`config.mk`:
```
export PLATFORM = sky130hd
export DESIGN_NAME = dnn_argmax_fix_flat
export DESIGN_NICKNAME = d
export VERILOG_FILES = /design/src/rtl/dnn_argmax_fix_pkg.sv /design/src/rtl/dnn_argmax_fix_if.sv /design/src/rtl/dnn_top2_update.sv /design/src/rtl/dnn_argmax_fix.sv /design/src/flat_wrapper.sv
export SDC_FILE = /design/constraint.sdc
export NUM_CORES = 1
export LEC_CHECK = 0
export BUFFER_PORTS_ARGS = -buffer_cell sky130_fd_sc_hd__buf_4
export CORE_MARGIN = 3
export CORE_UTILIZATION = 60
export DETAILED_ROUTE_END_ITERATION = 10
export PLACE_DENSITY_LB_ADDON = 0.3
export SETUP_SLACK_MARGIN = 0.05
export SLEW_MARGIN = 5
export SYNTH_ARGS = -nofsm -noshare
export SYNTH_HDL_FRONTEND = slang
export SYNTH_SLANG_ARGS = --single-unit
```
`constraint.sdc`:
```
create_clock -name clk -period 36.7 [get_ports clk]
set_clock_uncertainty 0.1 [all_clocks]
set_input_delay 1.835 -clock clk [delete_from_list [all_inputs] [get_ports clk]]
set_output_delay 1.835 -clock clk [all_outputs]
set_load 0.01 [all_outputs]
```
`src/rtl/dnn_argmax_fix_pkg.sv`:
```
// Shared types and constants for the fixed-point DNN classification stages.
package dnn_fix_pkg;

    // Must track the inference engine's output format.
    localparam int unsigned DNN_DATA_WIDTH  = 14;
    localparam int unsigned DNN_NUM_CLASSES = 10;
    localparam int unsigned DNN_IDX_WIDTH   = 4;

    typedef logic signed [DNN_DATA_WIDTH-1:0] score_t;

    typedef enum logic [1:0] {
        IDLE,
        SCAN,
        HOLD
    } argmax_state_t;

    // Most negative representable score; seeds the best/second trackers.
    localparam score_t SCORE_MIN = {1'b1, {(DNN_DATA_WIDTH-1){1'b0}}};

endpackage

```
`src/rtl/dnn_argmax_fix_if.sv`:
```
// Score capture and result handshake bundle between engine, argmax and consumer.
interface dnn_argmax_fix_if
    import dnn_fix_pkg::*;
#(
    parameter int unsigned DATA_WIDTH  = DNN_DATA_WIDTH,
    parameter int unsigned NUM_CLASSES = DNN_NUM_CLASSES,
    parameter int unsigned IDX_WIDTH   = DNN_IDX_WIDTH
);

    // Engine side
    logic                                  clear;
    logic                                  scores_done;
    logic [NUM_CLASSES-1:0][DATA_WIDTH-1:0] scores;

    // Result side
    logic                                  busy;
    logic                                  result_valid;
    logic                                  result_ready;
    logic [IDX_WIDTH-1:0]                  class_idx;
    logic [DATA_WIDTH-1:0]                 class_score;
    logic [DATA_WIDTH:0]                   margin;

    // Drives the argmax: engine plus result consumer.
    modport master (
        output clear,
        output scores_done,
        output scores,
        output result_ready,
        input  busy,
        input  result_valid,
        input  class_idx,
        input  class_score,
        input  margin
    );

    // The argmax block itself.
    modport slave (
        input  clear,
        input  scores_done,
        input  scores,
        input  result_ready,
        output busy,
        output result_valid,
        output class_idx,
        output class_score,
        output margin
    );

endinterface

```
`src/rtl/dnn_top2_update.sv`:
```
// Combinational top-2 tracker step: folds one score into the running best/second pair.
module dnn_top2_update #(
    parameter int unsigned DATA_WIDTH = 14,
    parameter int unsigned IDX_WIDTH  = 4
) (
    input  logic signed [DATA_WIDTH-1:0] s,
    input  logic signed [DATA_WIDTH-1:0] best,
    input  logic signed [DATA_WIDTH-1:0] second,
    input  logic        [IDX_WIDTH-1:0]  best_idx,
    input  logic        [IDX_WIDTH-1:0]  idx,
    output logic signed [DATA_WIDTH-1:0] best_next,
    output logic signed [DATA_WIDTH-1:0] second_next,
    output logic        [IDX_WIDTH-1:0]  best_idx_next
);

    // Strict compares: an equal score never displaces the earlier index but
    // does become the runner-up, which yields a zero margin on ties.
    always_comb begin
        best_next     = best;
        second_next   = second;
        best_idx_next = best_idx;
        if (s > best) begin
            second_next   = best;
            best_next     = s;
            best_idx_next = idx;
        end else if (s > second) begin
            second_next = s;
        end
    end

endmodule

```
`src/rtl/dnn_argmax_fix.sv`:
```
// Serial argmax over the engine's scores: capture on done rising edge, scan one
// score per cycle, then hold winner / score / top-2 margin until accepted.
module dnn_argmax_fix
    import dnn_fix_pkg::*;
#(
    parameter int unsigned DATA_WIDTH  = DNN_DATA_WIDTH,
    parameter int unsigned NUM_CLASSES = DNN_NUM_CLASSES,
    parameter int unsigned IDX_WIDTH   = DNN_IDX_WIDTH
) (
    input logic             clk,
    input logic             rst,
    dnn_argmax_fix_if.slave sif
);

    localparam logic signed [DATA_WIDTH-1:0] MinScore = {1'b1, {(DATA_WIDTH-1){1'b0}}};
    localparam logic [IDX_WIDTH-1:0]         LastIdx  = IDX_WIDTH'(NUM_CLASSES - 1);

    argmax_state_t state_q, state_d;

    logic done_q;
    logic start_evt;
    logic last;
    logic capture;

    logic signed [DATA_WIDTH-1:0] arr_q [NUM_CLASSES];
    logic        [IDX_WIDTH-1:0]  idx_q;
    logic signed [DATA_WIDTH-1:0] best_q;
    logic signed [DATA_WIDTH-1:0] second_q;
    logic        [IDX_WIDTH-1:0]  best_idx_q;

    logic signed [DATA_WIDTH-1:0] cur_score;
    logic signed [DATA_WIDTH-1:0] best_next;
    logic signed [DATA_WIDTH-1:0] second_next;
    logic        [IDX_WIDTH-1:0]  best_idx_next;
    logic        [DATA_WIDTH:0]   margin_next;

    logic        [IDX_WIDTH-1:0]  class_idx_q;
    logic        [DATA_WIDTH-1:0] class_score_q;
    logic        [DATA_WIDTH:0]   margin_q;

    assign start_evt = sif.scores_done & ~done_q;
    assign last      = (idx_q == LastIdx);
    assign capture   = (state_q == IDLE) & start_evt & ~sif.clear;
    assign cur_score = arr_q[idx_q];

    dnn_top2_update #(
        .DATA_WIDTH (DATA_WIDTH),
        .IDX_WIDTH  (IDX_WIDTH)
    ) u_top2 (
        .s             (cur_score),
        .best          (best_q),
        .second        (second_q),
        .best_idx      (best_idx_q),
        .idx           (idx_q),
        .best_next     (best_next),
        .second_next   (second_next),
        .best_idx_next (best_idx_next)
    );

    // best >= second always holds, so the sign-extended difference is non-negative.
    assign margin_next = {best_next[DATA_WIDTH-1], best_next}
                       - {second_next[DATA_WIDTH-1], second_next};

    // State register.
    always_ff @(posedge clk or negedge rst) begin
        if (!rst) begin
            state_q <= IDLE;
        end else begin
            state_q <= state_d;
        end
    end

    // Next-state logic; clear overrides every other event.
    always_comb begin
        state_d = state_q;
        if (sif.clear) begin
            state_d = IDLE;
        end else begin
            case (state_q)
                IDLE:    if (start_evt) state_d = SCAN;
                SCAN:    if (last) state_d = HOLD;
                HOLD:    if (sif.result_ready) state_d = IDLE;
                default: state_d = IDLE;
            endcase
        end
    end

    // Done edge detector; tracks the level in every state so a held level never retriggers.
    always_ff @(posedge clk or negedge rst) begin
        if (!rst) begin
            done_q <= 1'b0;
        end else if (sif.clear) begin
            done_q <= 1'b0;
        end else begin
            done_q <= sif.scores_done;
        end
    end

    // Score buffer; only read after a capture, so it carries no reset.
    always_ff @(posedge clk) begin
        if (capture) begin
            for (int i = 0; i < NUM_CLASSES; i++) begin
                arr_q[i] <= sif.scores[i];
            end
        end
    end

    // Scan datapath and registered result.
    always_ff @(posedge clk or negedge rst) begin
        if (!rst) begin
            idx_q         <= '0;
            best_q        <= MinScore;
            second_q      <= MinScore;
            best_idx_q    <= '0;
            class_idx_q   <= '0;
            class_score_q <= '0;
            margin_q      <= '0;
        end else if (sif.clear) begin
            idx_q         <= '0;
            best_q        <= MinScore;
            second_q      <= MinScore;
            best_idx_q    <= '0;
            class_idx_q   <= '0;
            class_score_q <= '0;
            margin_q      <= '0;
        end else begin
            case (state_q)
                IDLE: begin
                    if (start_evt) begin
                        idx_q      <= '0;
                        best_q     <= MinScore;
                        second_q   <= MinScore;
                        best_idx_q <= '0;
                    end
                end
                SCAN: begin
                    best_q     <= best_next;
                    second_q   <= second_next;
                    best_idx_q <= best_idx_next;
                    idx_q      <= idx_q + IDX_WIDTH'(1);
                    if (last) begin
                        class_idx_q   <= best_idx_next;
                        class_score_q <= best_next;
                        margin_q      <= margin_next;
                    end
                end
                default: ;
            endcase
        end
    end

    assign sif.busy         = (state_q != IDLE);
    assign sif.result_valid = (state_q == HOLD);
    assign sif.class_idx    = class_idx_q;
    assign sif.class_score  = class_score_q;
    assign sif.margin       = margin_q;

endmodule

```
`src/flat_wrapper.sv`:
```
// flat-port wrapper written by rule: the top's interface ports become plain ports
module dnn_argmax_fix_flat import dnn_fix_pkg::*;
#(
    parameter int unsigned DATA_WIDTH  = DNN_DATA_WIDTH,
    parameter int unsigned NUM_CLASSES = DNN_NUM_CLASSES,
    parameter int unsigned IDX_WIDTH   = DNN_IDX_WIDTH
)
  (clk, rst, sif_clear, sif_scores_done, sif_scores, sif_result_ready, sif_busy, sif_result_valid, sif_class_idx, sif_class_score, sif_margin);
  dnn_argmax_fix_if #(.DATA_WIDTH(DATA_WIDTH), .NUM_CLASSES(NUM_CLASSES), .IDX_WIDTH(IDX_WIDTH)) sif_i ();
  input logic clk;
  input logic rst;
  input wire logic [$bits(sif_i.clear)-1:0] sif_clear;
  input wire logic [$bits(sif_i.scores_done)-1:0] sif_scores_done;
  input wire logic [$bits(sif_i.scores)-1:0] sif_scores;
  input wire logic [$bits(sif_i.result_ready)-1:0] sif_result_ready;
  output wire logic [$bits(sif_i.busy)-1:0] sif_busy;
  output wire logic [$bits(sif_i.result_valid)-1:0] sif_result_valid;
  output wire logic [$bits(sif_i.class_idx)-1:0] sif_class_idx;
  output wire logic [$bits(sif_i.class_score)-1:0] sif_class_score;
  output wire logic [$bits(sif_i.margin)-1:0] sif_margin;
  assign sif_i.clear = sif_clear;
  assign sif_i.scores_done = sif_scores_done;
  assign sif_i.scores = sif_scores;
  assign sif_i.result_ready = sif_result_ready;
  assign sif_busy = sif_i.busy;
  assign sif_result_valid = sif_i.result_valid;
  assign sif_class_idx = sif_i.class_idx;
  assign sif_class_score = sif_i.class_score;
  assign sif_margin = sif_i.margin;
  dnn_argmax_fix #(.DATA_WIDTH(DATA_WIDTH), .NUM_CLASSES(NUM_CLASSES), .IDX_WIDTH(IDX_WIDTH)) u_core (.clk(clk), .rst(rst), .sif(sif_i));
endmodule
```
After elaboration in Yosys (flattened, before gate mapping)
Memory sizes are Yosys's and may differ from the RTL's.
Index checks and enable logic that the tools add are counted.
{"block": "totals", "word_cells": 64, "ramBits": 140, "output_inout_bits": 35, "ff_bits": 72, "mem_count": 1}
{"memory": "u_core.arr_q", "words": 10, "word_bits": 14, "read_ports": 1, "rd_clocked_by_memory_dff": 0, "write_ports": 10, "line": "dnn_argmax_fix.sv:25", "source": "logic signed [DATA_WIDTH-1:0] arr_q [NUM_CLASSES];"}
{"block": "op_classes", "n_bitwise": 5, "n_lt_le_gt_ge": 2, "muxes": 31, "n_addsub": 2, "n_eq_ne": 6, "n_reduce_logical": 8}
{"cell": "$mux W14", "n": 9}
{"cell": "$pmux W14 S2", "n": 2}
{"cell": "$mux W15", "n": 3}
{"cell": "$gt A14 B14 Y1", "n": 2}
{"cell": "$mux W4", "n": 7}
{"cell": "$pmux W4 S2", "n": 2}
{"cell": "$sub A14 B14 Y15", "n": 1}
{"cell": "$mux W2", "n": 4}
{"cell": "$ne A3 B2 Y1 const B", "n": 2}
{"cell": "$pmux W2 S3", "n": 1}
{"cell": "$reduce_bool A2 Y1", "n": 3}
{"cell": "$add A4 B1 Y4 const B", "n": 1}
{"cell": "$eq A4 B4 Y1 const B", "n": 1}
{"cell": "$reduce_and A2 Y1", "n": 2}
{"cell": "$and A1 B1 Y1", "n": 3}
{"cell": "$mux W1", "n": 3}
{"cell": "$ne A3 B3 Y1 const B", "n": 1}
{"cell": "$reduce_and A3 Y1", "n": 1}
{"cell": "$reduce_bool A3 Y1", "n": 1}
{"cell": "$eq A2 B1 Y1 const B", "n": 1}
{"cell": "$eq A2 B2 Y1 const B", "n": 1}
{"cell": "$logic_not A2 Y1", "n": 1}
{"cell": "$not A1 Y1", "n": 2}

Longest topological paths before layout
An unclocked memory read counts as a cell.
{"block": "depth", "depth_word": 8, "ltp_mapped": 28, "depth_no_buf": 23}

Cells and area by module
Synthesis repeated with hierarchy kept, for this count alone.
{"block": "unflattened", "cells_unflattened": 777, "hier_area_um2": 10433.8}
{"mod": "dnn_argmax_fix", "seq_area_each_um2": 6008.3, "area_each_um2": 8687.1, "cells_per_inst": 552, "instances": 1}
{"mod": "dnn_top2_update", "seq_area_each_um2": 0.0, "area_each_um2": 1746.7, "cells_per_inst": 225, "instances": 1}

Worst setup path before layout
No wires, ideal clock.
{"block": "synth_timing", "kind": "input -> register", "startpoint": "in sif_clear", "endpoint": "reg u_core.state_q[0]", "arrival_ps": 16253, "setup_ps": 165, "path_stages": 3, "path_slack_ps": 20183, "path_buffers": 1, "cell_sequence": "clkbuf_1 nor4_1 o21bai_1"}
{"block": "synth_via", "elab_chain_len": 2, "elab_cells_between_ends": 5, "cone_classes": "3 x eq/ne; 1 x mux; 1 x reduce/logical"}
{"element": "start: declaration", "line": "flat_wrapper.sv:12", "source": "input wire logic [$bits(sif_i.clear)-1:0] sif_clear;"}
{"element": "$ne A3 B2 Y1 (no source line) or $ne A3 B3 Y1 (tied branches)"}
{"element": "$reduce_and A3 Y1 (no source line)"}
{"element": "end signal: assignment", "line": "dnn_argmax_fix.sv:69", "source": "state_q <= state_d;"}
{"element": "end: declaration", "line": "dnn_argmax_fix.sv:18", "source": "argmax_state_t state_q, state_d;"}
Parallel ways exist; a longest one is shown, timed or not.
A chain may end at the register's enable or synchronous reset.

Worst setup path in the final report
{"block": "layout_timing", "startpoint": "reg u_core.idx_q[0]", "endpoint": "reg u_core.margin_q[12] (netlist: u_core.sif.margin[12])"}
{"block": "layout_via", "elab_chain_len": 8, "elab_cells_between_ends": 13, "cone_classes": "1 x add/sub; 2 x order compare; 1 x eq/ne; 6 x mux; 2 x reduce/logical; 1 x memory"}
{"element": "start: declaration", "line": "dnn_argmax_fix.sv:26", "source": "logic [IDX_WIDTH-1:0] idx_q;"}
{"element": "start signal: assignment", "line": "dnn_argmax_fix.sv:140", "source": "idx_q <= idx_q + IDX_WIDTH'(1);"}
{"element": "$mem_v2 Z10 W14"}
{"element": "$gt A14 B14 Y1", "line": "dnn_top2_update.sv:26", "source": "end else if (s > second) begin"}
{"element": "$mux W14", "line": "dnn_top2_update.sv:26"}
{"element": "$mux W14", "line": "dnn_top2_update.sv:22", "source": "if (s > best) begin"}
{"element": "$sub A14 B14 Y15", "line": "dnn_argmax_fix.sv:62", "source": "- {second_next[DATA_WIDTH-1], second_next};"}
{"element": "$mux W15", "line": "dnn_argmax_fix.sv:141", "source": "if (last) begin"}
{"element": "$mux W15", "line": "dnn_argmax_fix.sv:127", "source": "case (state_q)"}
{"element": "$mux W15", "line": "dnn_argmax_fix.sv:118", "source": "end else if (sif.clear) begin"}
{"element": "end signal: assignment", "line": "dnn_argmax_fix.sv:144", "source": "margin_q <= margin_next;"}
{"element": "end: declaration", "line": "dnn_argmax_fix.sv:39", "source": "logic [DATA_WIDTH:0] margin_q;"}
Parallel ways exist; a longest one is shown, timed or not. The select of a mux whose other input is x is not followed.

==> results.txt <==
----------------------------------------------------
[Power and ir drop]
  Comb power frac ... 22.1%
  Total net switching power ... 170.8 uW
  Relative contribution of sequential cells to total power ... 43.6%
  Pint ... 450.0 uW
  Clock power frac ... 34.3%
  Switching fraction of total power ... 27.51%
  Pwr Density ... 50.99 nW/um2
  Static leakage ... 0.004848 uW
  Total power draw ... 620.9 uW
  Worst ir drop on vdd ... 0.04403 mV

[Clock tree]
  Clock Sink Count ... 212
  Hold-fix buffers at CTS ... 0
  Clock root buffer ... sky130_fd_sc_hd__clkbuf_16
  Number of buffers between clock root and the deepest sink ... 3
  Number of instances resized during post-cts repair ... 0
  TritonCTS clock tree ... built
  Maximum level of the CTS H-tree ... 1
  Buffer count from post-CTS setup fixing ... 0
  CTS Buf Count ... 22
  CTS clock-pin slew for the worst setup and hold paths ... 60 ps
  Insertion delay of the later-clocked pin in the worst-skew pair ... 510 ps

[Synthesis]
  Most used flip-flop cell after synthesis ... sky130_fd_sc_hd__edfxtp_1
  Async set-or-reset flop fraction in the synthesized netlist ... 33.96%
  Netlist area before placement ... 9957 um2
  Area share of the largest cell type after synthesis ... 42.22%
  Sequential element share of the synthesized area ... 60.34%
  Largest family of logic cells by synthesized area ... compound AO/OA/AOI/OAI gates
  Parity-gate share of the synthesized area counting xor and xnor cells ... 0.6157%
  Post-Synthesis Net Count ... 906
  Post-synthesis compound-gate area fraction ... 12.45%
  Mux share of post-synthesis cell area ... 11.22%
  Cell with the most instances after synthesis ... sky130_fd_sc_hd__edfxtp_1
  Adder and majority gate portion of the synthesized area ... 5.730%
  Synthesized area per cell ... 13.91 um2
  Largest cells by area after synthesis ... sky130_fd_sc_hd__edfxtp_1 (42%), sky130_fd_sc_hd__dfrtp_1 (18%), sky130_fd_sc_hd__mux4_2 (6.3%), sky130_fd_sc_hd__ha_1 (5.5%), sky130_fd_sc_hd__mux2i_1 (3.4%)
  Count of flip-flops with a built-in enable after synthesis ... 140
  Synthesized instance count ... 716
  Top cells by instance count after synthesis ... sky130_fd_sc_hd__edfxtp_1 (140), sky130_fd_sc_hd__dfrtp_1 (70), sky130_fd_sc_hd__nand2_1 (45)
  Cell type with the highest aggregate area in the netlist ... sky130_fd_sc_hd__edfxtp_1
  #FFs+latches synth ... 212
  Post-synthesis cell type count ... 58
  Warnings, synthesis ... 0
  Post-synthesis share of cell area spent on and, or, nand and nor gates ... 6.497%

[Routing]
  Total wirelength of the detailed-routed design ... 22860 um
  Via total after detailed routing ... 6840
  Post-route antenna net violation count ... 0
  Wire per inst ... 20.44 um
  Number of detailed-routing iterations run before antenna repair ... 5
  # DRC ... 0
  Via/cell ratio ... 6.118
  Starting DRC count in detailed routing ... 571

[Global routing]
  Sum of overflow across all layers after global routing ... 0
  Wire length of the first global-routing pass ... 36200 um
  Total routing usage reported by global routing ... 25.21%
  Maximum number of pins on one net before global-route repair ... 101
  Antenna violations before repair ... 0
  Vias in the first global route ... 7096

[Die]
  Starting utilization of the core area ... 62.01%
  Die boundary width ... 134.8 um
  Height of the die ... 134.8 um
  Die Area ... 18180 um2
  Number of I/O pins ... 180
  Standard-cell row count ... 46
  Core outline area ... 16060 um2

[Place]
  Final weighted congestion in routability-driven placement ... 1.016
  Area after detailed placement ... 11490 um2
  Count of port buffers added during placement ... 179
  DP HPWL ... 15970 um
  Number of cells after detailed placement ... 1079

[Finish]
  Cell area after layout ... 12180 um2
  Share of post-route cells with drive strength above 1 ... 29.38%
  Post-layout nets ... 1077
  Sequential cell area ... 6010 um2
  Number of inserted diodes ... 0
  Combined area of the multi-input logic cells ... 3660 um2
  Fill cells ... 975
  Layout overhead on the synthesized area ... 22.28%
  Final instance count without filler cells ... 1118

[Critical path]
  Arr. time, crit path ... 7460 ps
  Critical path capture point type ... register
  Maximum fanout along the worst path ... 48
  Critical path buffer and inverter count ... 2
  Kind of cell adding the most delay to the critical path ... compound AO/OA/AOI/OAI gates
  Cell with the biggest individual delay on the critical path ... sky130_fd_sc_hd__a221oi_2
  Critical path cell sequence ... buf_4, mux4_2, nor2b_1, a211oi_1, a21oi_2, ha_1, and3_1, and3_1, o21ai_1, a221oi_2, nor2_4, mux2i_1, ha_1, inv_1, fa_1, a211oi_1, o21ai_1, a31o_2, a211o_1, o211ai_1, mux2i_1, o21ai_1
  Startpoint types ... register
  Crit-path most repeated cell ... sky130_fd_sc_hd__o21ai_1
  Worst Path Required ... 36970 ps
  Largest stage delay, worst path ... 1030 ps
  Critical path class ... register to register

[STA]
  Setup repair after global routing missed its margin ... no
  Fin Setup TNS ... 0 ps
  Clock period minus worst slack ... 7187 ps
  Transition time of the tightest slew-check pin ... 1317 ps
  Worst slew margin relative to its limit ... 12.18%
  Achievable Freq ... 0.1391 GHz
  Number of hold violations in the final report ... 0
  Part of the cycle the worst path needs ... 19.58%
  Slew Viols, Final ... 0
  Final Setup Violations ... 0

[Run status]
  Status ... finished, final reports clean

[Worst hold path]
  Min-delay worst type ... register to register

[Job]
  Maxcap violations ... 0

----------------------------------------------------
worst paths after layout:
path	cells past startpoint	from	slack (ps)	end
max reg2reg	22	u_core.idx_q[0]	29510	u_core.sif.margin[12]
min	1	u_core.idx_q[0]	380	u_core.idx_q[0]
min in group asynchronous	1	rst	1350	u_core.best_q[4]
max in group asynchronous	1	rst	34530	u_core.idx_q[0]
min reg2reg	1	u_core.idx_q[0]	380	u_core.idx_q[0]
max	22	u_core.idx_q[0]	29510	u_core.sif.margin[12]
layout make-up:
class	count	share of cell area, %
clock inverters	12	0.9557
flip-flops and latches	212	49.36
repair buffers	189	11.65
inverters	35	1.079
multi-input cells	427	30.06
clock buffers	27	4.676
well taps	216	2.220
cell families after synthesis:
family | count (synthesis)
xor gates and xnor gates | 7
buffers and inverters | 77
DFF | 212
muxes | 75
AOI/OAI and AO/OA | 172
and+or+nand+nor | 128
adders and majority gates | 45
stage by stage:
stage	utilization, %	setup slack, ps	hold slack [ps]
after floorplan	-	20180	365.8
after global placement	71.55	29700	358.4
after detailed placement	71.55	29600	370.2
after CTS	75.82	29560	379.1
after global routing	75.82	29010	399.0
final	75.82	29510	378.7
placed cells by master (no fill, tap or decap), types with 3 or more instances in the layout:
| cell | count |
|---|---|
| sky130_fd_sc_hd__a21oi_2 | 8 |
| sky130_fd_sc_hd__nor3_1 | 5 |
| sky130_fd_sc_hd__a21oi_1 | 24 |
| sky130_fd_sc_hd__xnor2_1 | 6 |
| sky130_fd_sc_hd__mux2i_1 | 34 |
| sky130_fd_sc_hd__o21a_1 | 3 |
| sky130_fd_sc_hd__nand3_1 | 6 |
| sky130_fd_sc_hd__nand2b_1 | 5 |
| sky130_fd_sc_hd__nand2_1 | 45 |
| sky130_fd_sc_hd__dfrtp_1 | 69 |
| sky130_fd_sc_hd__mux2_1 | 12 |
| sky130_fd_sc_hd__o21ai_1 | 38 |
| sky130_fd_sc_hd__o211ai_1 | 3 |
| sky130_fd_sc_hd__a211oi_1 | 16 |
| sky130_fd_sc_hd__nor4_1 | 13 |
| sky130_fd_sc_hd__a21o_1 | 6 |
| sky130_fd_sc_hd__mux4_2 | 28 |
| sky130_fd_sc_hd__o21ai_0 | 5 |
| sky130_fd_sc_hd__clkbuf_1 | 5 |
| sky130_fd_sc_hd__o31ai_1 | 5 |
| sky130_fd_sc_hd__buf_4 | 189 |
| sky130_fd_sc_hd__clkbuf_16 | 22 |
| sky130_fd_sc_hd__nor2_1 | 16 |
| sky130_fd_sc_hd__and3_1 | 3 |
| sky130_fd_sc_hd__ha_1 | 44 |
| sky130_fd_sc_hd__nor2b_1 | 17 |
| sky130_fd_sc_hd__clkinv_1 | 6 |
| sky130_fd_sc_hd__inv_1 | 34 |
| sky130_fd_sc_hd__nand4_1 | 6 |
| sky130_fd_sc_hd__a221o_1 | 13 |
| sky130_fd_sc_hd__edfxtp_1 | 140 |
| sky130_fd_sc_hd__a22o_1 | 31 |
flip-flops by register name, summed over array words and instances, names as in the netlist:
signal and flops:
u_core.arr_q 140, u_core.sif.margin 15, u_core.best_q 14, u_core.second_q 14, u_core.sif.class_score 14, u_core.best_idx_q 4
u_core.idx_q 4, u_core.sif.class_idx 4, u_core.state_q 2, u_core.done_q 1
power by group through the flow:
stage               combinational, uW  sequential [uW]  clock [uW]
floorplan                        95.5              277           0
global placement                  131              275           0
detailed placement                135              275           0
CTS                               136              271         216
global route                      151              271         226
finish                            137              271         213
layer usage:
layer | routed length, um | track usage (%) | part of all wire, %
met1 | 8964 | 32.81 | 39
met2 | 11730 | 42.58 | 51
met3 | 1374 | 4.881 | 6.0
met4 | 789 | 9.333 | 3.5
met5 | 0 | 0 | 0
Note: power is estimated with default switching activity, not from simulation.
